===== src/rtl/bus_frame_pkg.sv =====
// bus_frame_pkg
// Shared definitions for the byte-serial bus frame target: phase numbering of
// the 11-phase frame, frame length, transaction state encoding and the phase
// sequencing rule used by both the counter and the registered read-return path.
package bus_frame_pkg;

    localparam int FRAME_LEN = 11;

    localparam logic [3:0] PH_SYNC = 4'd0;
    localparam logic [3:0] PH_A0   = 4'd1;
    localparam logic [3:0] PH_A1   = 4'd2;
    localparam logic [3:0] PH_A2   = 4'd3;
    localparam logic [3:0] PH_A3   = 4'd4;
    localparam logic [3:0] PH_RW   = 4'd5;
    localparam logic [3:0] PH_D0   = 4'd6;
    localparam logic [3:0] PH_D1   = 4'd7;
    localparam logic [3:0] PH_D2   = 4'd8;
    localparam logic [3:0] PH_D3   = 4'd9;
    localparam logic [3:0] PH_IDLE = 4'd10;

    typedef enum logic [1:0] {
        IDLE    = 2'd0,
        RD_WAIT = 2'd1,
        WR_WAIT = 2'd2
    } txn_state_t;

    // frame_sync always lands the frame in P1 on the following cycle, which is
    // why a sync pulse during P0 changes nothing.
    function automatic logic [3:0] next_phase(input logic [3:0] cur, input logic sync);
        logic [3:0] nxt;
        if (sync) begin
            nxt = PH_A0;
        end else if (cur == 4'(FRAME_LEN - 1)) begin
            nxt = PH_SYNC;
        end else begin
            nxt = cur + 4'd1;
        end
        return nxt;
    endfunction

endpackage


===== src/rtl/frame_phase_counter.sv =====
// frame_phase_counter
// Tracks the current phase (P0..P10) of the byte-serial bus frame.
// Ports:
//   clk        - clock, rising edge
//   rst_n      - synchronous active-low reset, returns phase to P0
//   frame_sync - resynchronises the frame: phase becomes P1 next cycle
//   phase      - current frame phase
module frame_phase_counter
    import bus_frame_pkg::*;
(
    input  logic       clk,
    input  logic       rst_n,
    input  logic       frame_sync,
    output logic [3:0] phase
);

    logic [3:0] phase_d;
    logic [3:0] phase_q;

    always_comb begin
        phase_d = next_phase(phase_q, frame_sync);
    end

    always_ff @(posedge clk) begin
        if (!rst_n) begin
            phase_q <= PH_SYNC;
        end else begin
            phase_q <= phase_d;
        end
    end

    assign phase = phase_q;

endmodule


===== src/rtl/bus_frame_target.sv =====
// bus_frame_target
// Bus-side target for the CPU handler's byte-serial bus. Each 11-phase frame
// carries a 32-bit address, 32-bit write data and an rw flag (P1..P5) and
// returns 32 bits of read data (P6..P9). Every frame performs a speculative
// read in P5; frames flagged as writes then issue the write from P6 on.
// Ports:
//   clk, rst_n            - clock and synchronous active-low reset
//   frame_sync            - marks P0, forces phase P1 next cycle
//   bus_addr, bus_wdata   - address / write-data bytes (LSB first), rw flag in P5
//   bus_rdata, bus_rdata_oe - read-data bytes driven in P6..P9
//   mem_req .. mem_ack    - single-outstanding req/ack memory port
//   err                   - sticky timeout flag
//   phase                 - current frame phase (debug)
module bus_frame_target
    import bus_frame_pkg::*;
#(
    parameter logic [31:0] TIMEOUT_FILL = 32'hFFFF_FFFF
) (
    input  logic        clk,
    input  logic        rst_n,
    input  logic        frame_sync,
    input  logic [7:0]  bus_addr,
    input  logic [7:0]  bus_wdata,
    output logic [7:0]  bus_rdata,
    output logic        bus_rdata_oe,
    output logic        mem_req,
    output logic        mem_we,
    output logic [31:0] mem_addr,
    output logic [31:0] mem_wdata,
    input  logic [31:0] mem_rdata,
    input  logic        mem_ack,
    output logic        err,
    output logic [3:0]  phase
);

    logic [3:0]  phase_next;

    txn_state_t  state_d, state_q;
    logic [31:0] addr_buf_d, addr_buf_q;
    logic [31:0] wdata_buf_d, wdata_buf_q;
    logic        we_buf_d, we_buf_q;
    logic [31:0] rbuf_d, rbuf_q;
    logic        mem_req_d, mem_req_q;
    logic        mem_we_d, mem_we_q;
    logic [31:0] mem_addr_d, mem_addr_q;
    logic [31:0] mem_wdata_d, mem_wdata_q;
    logic        err_d, err_q;
    logic [7:0]  bus_rdata_d, bus_rdata_q;
    logic        bus_rdata_oe_d, bus_rdata_oe_q;

    frame_phase_counter u_phase (
        .clk        (clk),
        .rst_n      (rst_n),
        .frame_sync (frame_sync),
        .phase      (phase)
    );

    // The read-return byte is registered, so it is chosen from the phase the
    // frame is about to enter rather than the current one.
    assign phase_next = next_phase(phase, frame_sync);

    always_comb begin
        state_d        = state_q;
        addr_buf_d     = addr_buf_q;
        wdata_buf_d    = wdata_buf_q;
        we_buf_d       = we_buf_q;
        rbuf_d         = rbuf_q;
        mem_req_d      = mem_req_q;
        mem_we_d       = mem_we_q;
        mem_addr_d     = mem_addr_q;
        mem_wdata_d    = mem_wdata_q;
        err_d          = err_q;
        bus_rdata_d    = 8'h00;
        bus_rdata_oe_d = 1'b0;

        case (phase)
            PH_A0: begin
                addr_buf_d[7:0]   = bus_addr;
                wdata_buf_d[7:0]  = bus_wdata;
            end
            PH_A1: begin
                addr_buf_d[15:8]  = bus_addr;
                wdata_buf_d[15:8] = bus_wdata;
            end
            PH_A2: begin
                addr_buf_d[23:16]  = bus_addr;
                wdata_buf_d[23:16] = bus_wdata;
            end
            PH_A3: begin
                addr_buf_d[31:24]  = bus_addr;
                wdata_buf_d[31:24] = bus_wdata;
            end
            PH_RW:   we_buf_d = bus_addr[0];
            default: ;
        endcase

        // A frame_sync while a request is open abandons it silently; timeouts
        // are the only source of err.
        case (state_q)
            IDLE: begin
                // The last address byte lands on this same edge, so the
                // request uses the freshly packed address.
                if (phase_next == PH_RW) begin
                    state_d    = RD_WAIT;
                    mem_req_d  = 1'b1;
                    mem_we_d   = 1'b0;
                    mem_addr_d = addr_buf_d;
                end
            end
            RD_WAIT: begin
                if (frame_sync) begin
                    state_d   = IDLE;
                    mem_req_d = 1'b0;
                end else begin
                    if (mem_ack) begin
                        rbuf_d = mem_rdata;
                    end else begin
                        rbuf_d = TIMEOUT_FILL;
                        err_d  = 1'b1;
                    end
                    if (we_buf_d) begin
                        state_d     = WR_WAIT;
                        mem_req_d   = 1'b1;
                        mem_we_d    = 1'b1;
                        mem_addr_d  = addr_buf_q;
                        mem_wdata_d = wdata_buf_q;
                    end else begin
                        state_d   = IDLE;
                        mem_req_d = 1'b0;
                    end
                end
            end
            WR_WAIT: begin
                if (frame_sync || mem_ack) begin
                    state_d   = IDLE;
                    mem_req_d = 1'b0;
                end else if (phase == PH_IDLE) begin
                    state_d   = IDLE;
                    mem_req_d = 1'b0;
                    err_d     = 1'b1;
                end
            end
            default: begin
                state_d   = IDLE;
                mem_req_d = 1'b0;
            end
        endcase

        case (phase_next)
            PH_D0:   bus_rdata_d = rbuf_d[7:0];
            PH_D1:   bus_rdata_d = rbuf_d[15:8];
            PH_D2:   bus_rdata_d = rbuf_d[23:16];
            PH_D3:   bus_rdata_d = rbuf_d[31:24];
            default: bus_rdata_d = 8'h00;
        endcase
        bus_rdata_oe_d = (phase_next >= PH_D0) && (phase_next <= PH_D3);
    end

    always_ff @(posedge clk) begin
        if (!rst_n) begin
            state_q        <= IDLE;
            addr_buf_q     <= '0;
            wdata_buf_q    <= '0;
            we_buf_q       <= 1'b0;
            rbuf_q         <= '0;
            mem_req_q      <= 1'b0;
            mem_we_q       <= 1'b0;
            mem_addr_q     <= '0;
            mem_wdata_q    <= '0;
            err_q          <= 1'b0;
            bus_rdata_q    <= 8'h00;
            bus_rdata_oe_q <= 1'b0;
        end else begin
            state_q        <= state_d;
            addr_buf_q     <= addr_buf_d;
            wdata_buf_q    <= wdata_buf_d;
            we_buf_q       <= we_buf_d;
            rbuf_q         <= rbuf_d;
            mem_req_q      <= mem_req_d;
            mem_we_q       <= mem_we_d;
            mem_addr_q     <= mem_addr_d;
            mem_wdata_q    <= mem_wdata_d;
            err_q          <= err_d;
            bus_rdata_q    <= bus_rdata_d;
            bus_rdata_oe_q <= bus_rdata_oe_d;
        end
    end

    assign bus_rdata    = bus_rdata_q;
    assign bus_rdata_oe = bus_rdata_oe_q;
    assign mem_req      = mem_req_q;
    assign mem_we       = mem_we_q;
    assign mem_addr     = mem_addr_q;
    assign mem_wdata    = mem_wdata_q;
    assign err          = err_q;

endmodule


===== config.mk =====
export PLATFORM = sky130hd
export DESIGN_NAME = bus_frame_target
export DESIGN_NICKNAME = d
export VERILOG_FILES = /design/src/rtl/bus_frame_pkg.sv /design/src/rtl/frame_phase_counter.sv /design/src/rtl/bus_frame_target.sv
export SDC_FILE = /design/constraint.sdc
export NUM_CORES = 1
export LEC_CHECK = 0
export CELL_PAD_IN_SITES_DETAIL_PLACEMENT = 1
export CELL_PAD_IN_SITES_GLOBAL_PLACEMENT = 2
export CORE_MARGIN = 5
export CORE_UTILIZATION = 35
export DETAILED_ROUTE_END_ITERATION = 6
export PLACE_DENSITY_LB_ADDON = 0.1
export SLEW_MARGIN = 20
export SYNTH_ARGS = -nofsm -noshare
export SYNTH_HDL_FRONTEND = slang
export SYNTH_SLANG_ARGS = --single-unit
export TNS_END_PERCENT = 5

===== constraint.sdc =====
create_clock -name clk -period 5.3 [get_ports clk]
set_clock_uncertainty 0.05 [all_clocks]
set_input_delay 0.53 -clock clk [delete_from_list [all_inputs] [get_ports clk]]
set_output_delay 0.53 -clock clk [all_outputs]
set_load 0.05 [all_outputs]

# [After elaboration in Yosys (flattened, before gate mapping)]
# Index checks and enable logic that the tools add are counted.
[totals] ff_bits=179 input_bits=52 output_inout_bits=80 wordCells=85
[op_classes] bitwise_logic=1 n_eq_ne=20 n_mux=36 order_cmp=2 n_addsub=1 reduce_logical=9
[ops] operator="32-bit 2-to-1 mux" count=6
[ops] operator="32-bit one-hot mux with 2 select lines" count=1
[ops] operator="8-bit 2-to-1 mux" count=4
[ops] operator="8-bit one-hot mux with 4 select lines" count=1
[ops] operator="4-bit by 3-bit == test with 1-bit output, second input constant" count=5
[ops] operator="1-bit 2-to-1 mux" count=13
[ops] operator="4-bit == test, second input constant" count=3
[ops] operator="2-bit inequality test, second input constant" count=6
[ops] operator="2-bit 2-to-1 mux" count=5
[ops] operator="4-bit by 2-bit == test with 1-bit output, second input constant" count=2
[ops] operator="4-bit 2-to-1 mux" count=2
[ops] operator="2-bit one-hot mux with 3 select lines" count=1
[ops] operator="5-bit AND reduction" count=1
[ops] operator="4-bit by 1-bit adder with 4-bit output, second input constant" count=1
[ops] operator="4-bit by 1-bit == test with 1-bit output, second input constant" count=1
[ops] operator="4-bit by 3-bit greater-or-equal comparator with 1-bit output, second input constant" count=1
[ops] operator="4-bit <= comparator, second input constant" count=1
[ops] operator="1-bit one-hot mux with 2 select lines" count=2
[ops] operator="4-bit AND reduction" count=1
[ops] operator="2-bit nonzero test" count=2
[ops] operator="3-bit inequality test, second input constant" count=1
[ops] operator="1-bit one-hot mux with 3 select lines" count=1
[ops] operator="3-bit AND reduction" count=1
[ops] operator="2-bit by 1-bit == test with 1-bit output, second input constant" count=1
[ops] operator="6 further kinds" count=6

# [Longest topological paths before layout]
[depth] word_depth=6 ltp_mapped=7 mapped_depth_nobuf=4

# [Modules after synthesis]
# A second synthesis with hierarchy kept.
[unflattened] cells_unflattened=870 hier_area_um2=7514.7
[modules_own_cells] module="bus_frame_target" instances=1 cells_per_inst=849 seq_area_each_um2=3503.4 area_per_inst_um2=7317.0
[modules_own_cells] module="frame_phase_counter" instances=1 cells_per_inst=21 seq_area_each_um2=80.1 area_per_inst_um2=197.7

# [Worst setup path after synthesis]
# Ideal clock, no wire load.
[synth_timing] path_type="flip-flop to flip-flop" from="reg u_phase.phase_q[1], in the netlist u_phase.phase[1]" to="reg mem_addr_q[10], in the netlist mem_addr[10]" t_required_ps=5128 setup_ps=122 path_stages_with_launch=8 path_buffers=3 t_arrival_ps=1951 path_slack_ps=3178 synth_period_minus_slack_ps=2122 path_cell_list="dfxtp_1 -> buf_2 -> or4b_1 -> clkbuf_1 -> buf_2 -> o21a_1 -> o21ai_0 -> mux2i_1"
[synth_between] elab_chain_cells=6 elab_cells_between_ends=14 classes_between="1 x add/sub; 6 x eq/ne; 6 x mux; 1 x reduce/logical"
[synth_lines] item="from (decl)" line="frame_phase_counter.sv:18" rtl="logic [3:0] phase_q;"
[synth_lines] item="from (signal assigned)" line="frame_phase_counter.sv:28" rtl="phase_q <= phase_d;"
[synth_lines] item="4-bit by 1-bit adder with 4-bit output or 4-bit == test (tied branches)" line="bus_frame_pkg.sv:36, bus_frame_pkg.sv:33"
[synth_lines] item="4-bit 2-to-1 mux (2 in a row)"
[synth_lines] item="4-bit by 3-bit == test with 1-bit output" line="bus_frame_target.sv:103" rtl="if (phase_next == PH_RW) begin"
[synth_lines] item="2-bit inequality test (no line)"
[synth_lines] item="4-bit AND reduction (no line)"
[synth_lines] item="to (signal assigned)" line="bus_frame_target.sv:181" rtl="mem_addr_q <= mem_addr_d;"
[synth_lines] item="to (decl)" line="bus_frame_target.sv:45" rtl="logic [31:0] mem_addr_d, mem_addr_q;"
# Parallel ways exist; a longest one is shown, timed or not. The select of a mux whose other input is x is not followed.
# A chain may end at the register's enable or synchronous reset.

# [Worst setup path after layout]
[layout_timing] from="reg u_phase.phase_q[0], in the netlist u_phase.phase[0]" to="out phase[0]"
[layout_rtl] item="to (decl)" line="bus_frame_target.sv:33" rtl="output logic [3:0] phase"
# No word-level cell between the ends.

==> results.cfg <==
[sta]
rsz0062_at_grt = false
finalCriticalPeriod_ns = 2.74
setup_violations = 0
hold_slack_ns = 0.412
clock.fmax_mhz = 365
post-route-period-util_pct = 51.6
fin_tns_setup_ns = 0
final-hold-violation-count = 0
timing.slew.headroom_pct = 36.2
worst_pin_slew_ns = 0.936
final_max_slew_viol_count = 0
worst_slack_ns = 2.56

[critical_path]
cp.depth = 1
reg2reg_to = mem_wdata[24]
endpoint = phase[0]
worstPathMaxFanout = 21
worstPathRequired_ns = 4.72
worstSetupStartpointType = flop
cp_cell_sequence = clkdlybuf4s50_1
crit_start = u_phase.phase[0]
crit_buf_inv = 1
reg2reg_depth = 4
r2r_slack_ns = 2.73
cp.arrival_ns = 2.16
crit_family = buffers and inverters
worstSetupPathType = reg2out
critPathSlowestCell = clkdlybuf4s50_1
slowest_delay_ns = 0.94
reg2reg_from = u_phase.phase[0]
endpoint_kind = output pin

[yosys]
ys_warn_count = 0
yosysTopAreaCell = dfxtp_1
ys_seq_area_share_pct = 45.5
netlist_top_cells_area = dfxtp_1 46%, a21boi_0 10%, mux2i_1 8.5%
ys.flop_type = dfxtp_1
synth_top_area_share_pct = 45.5
async_reset_ff_share_pct = 0
syn_area_sq_um = 7870
synth_edf_count = 0
synthCells = 897
ys_types = 45
syn_area_per_cell_sq_um = 8.78
synth-seq-cells = 179
synth_nets = 949

[floorplan]
dieArea_sq_um = 25600
initial_core_util_pct = 35.9
ioPinCount = 132
die_x_microns = 160
std_cell_rows = 54
die_h_microns = 160
design.core.area_sq_um = 22000

[drt]
firstDrtPassIters = 4
vias_per_cell = 5.03
drt-initial-drc-count = 335
route.detailed.drc = 0
detail-route-antenna-nets = 0
wirelength_microns = 22900
vias = 6377
wl_per_cell_microns = 18.0

[grt]
gr-total-overflow = 0
grtUsageTotal_pct = 18.0
grt_pass1_vias = 6745
grt_pass1_wl_microns = 37800
grt_max_degree = 105
antenna_found_initial = 1

[cells_and_area]
drive_above_1_share_pct = 5.66
multi_input_area_sq_um = 3970
nNetsFinal = 1029
n_fill_cell = 2513
syn_to_final_growth_pct = 25.1
num_antenna_cells = 0
fin_area_sq_um = 9850
seq_area_sq_um = 3580
stdcell_count = 1269

[cts]
clock_latency_ns = 0.43
postCtsResizedCells = 0
numCtsBuffers = 17
htree_num_levels = 4
cts.path.max_buffers = 2
clk_pin_slew_ns = 0.07
cts_sinks = 179
post_cts_buffers = 0
ctsHoldBuffers = 0
root_buffer = clkbuf_16
cts_tree = yes

[placed_design]
placed_cell_area_sq_um = 9290
place_congestion = 0.732
post-dp-hpwl_microns = 14900
pre_cts_ws_ns = 2.36
numPortBuffers = 131
dpl.cell_count = 1238

[outcome]
status = complete, no violations

[flow_run]
cap_violations = 0

[pwr]
vdd_ir_drop_max_v = 0.000200
power_density_nw_per_um2 = 281
p_leak_nw = 3.39

[worst_hold_path]
hold_path_class = reg2reg
-- layout by cell type (no fill, tap or decap), drive strengths merged, types with 16 or more instances in the layout --
master and instances:
nor2 23, o21ai 67, nand3 35, dfxtp 179, a21boi 115, mux2i 67, o22a 16, and3 16
nor2b 34, nand2 163, clkdlybuf4s50 130, o21a 18, clkbuf 17, nand2b 43
-- flip-flops by register name (all words and copies together) (netlist names), 2 cells and up --
signal and count:
state_q 2, wdata_buf_q 32, mem_addr 32, mem_wdata 32, addr_buf_q 32, bus_rdata 8
rbuf_q 32, u_phase.phase 4
-- logic make-up (layout without fill, tap and decap cells) --
| logic type | count (synthesis) | after routing | synth area share [%] |
|---|---|---|---|
| AND/OR/NAND/NOR | 337 | 337 | 21.1 |
| XOR/XNOR | 2 | 2 | 0.223 |
| buffers and inverters | 81 | 173 | 4.61 |
| AO/OA/AOI/OAI | 230 | 230 | 19.9 |
| flip-flops | 179 | 179 | 45.5 |
| multiplexers | 68 | 68 | 8.66 |
-- where the power goes --
| group | total (W) | internal, W | switching (W) |
|---|---|---|---|
| clock network | 0.00122 | 0.000651 | 0.000567 |
| logic | 0.000178 | 0.0000810 | 0.0000967 |
| registers | 0.00137 | 0.00136 | 0.0000127 |
-- per-stage QoR --
stage / power [W] / utilization (%)
final: 0.00277 / 44.9
after global routing: 0.00288 / 44.9
after CTS: 0.00281 / 44.9
after detailed placement: 0.00159 / 42.3
after global placement: 0.00158 / 42.3
after floorplan: 0.00150 / -
-- Yosys cell counts (2+ instances only) --
master	instances
buf_2	13
o21a_1	18
nand2_1	163
buf_4	3
mux2i_1	67
o21ai_2	2
clkbuf_1	58
o22a_1	16
a21boi_1	8
nand3b_1	4
dfxtp_1	179
and4bb_2	2
nor2_1	23
buf_6	4
o21ai_0	64
inv_1	2
nand2b_1	43
nor3b_1	2
a21oi_1	9
nor3_1	2
xnor2_1	2
nand3_1	35
and3_1	16
nor2b_1	34
or2_2	2
a21boi_0	107
-- area by class of cell --
| class | count | area share [%] |
|---|---|---|
| Clock buffer | 17 | 4.32 |
| Clock inverter | 14 | 1.33 |
| Inverter | 2 | 0.0762 |
| Multi-Input combinational cell | 637 | 40.3 |
| Sequential cell | 179 | 36.4 |
| Tap cell | 280 | 3.56 |
| Timing Repair Buffer | 140 | 14.1 |
-- per-layer routing --
layer / up-vias / wire length (microns) / global-route usage, %
met5: - / 13 / 0
met4: 2 / 240 / 4.22
met3: 19 / 787 / 3.48
met2: 103 / 10200 / 28.3
met1: 3046 / 11700 / 25.7
li1: 3207 / - / -
-- worst min path at each step --
stage               startpoint               to  depth (start not counted)  slack (ns)
6_report        addr_buf_q[15]   addr_buf_q[15]                          2        0.41
5_1_grt         addr_buf_q[15]   addr_buf_q[15]                          2        0.43
4_1_cts         addr_buf_q[15]   addr_buf_q[15]                          2        0.41
3_5_place_dp   wdata_buf_q[14]  wdata_buf_q[14]                          2        0.40
3_3_place_gp    addr_buf_q[14]   addr_buf_q[14]                          2        0.40
2_1_floorplan  wdata_buf_q[13]  wdata_buf_q[13]                          2        0.39
No activity file was read; power rests on OpenSTA's default activity.
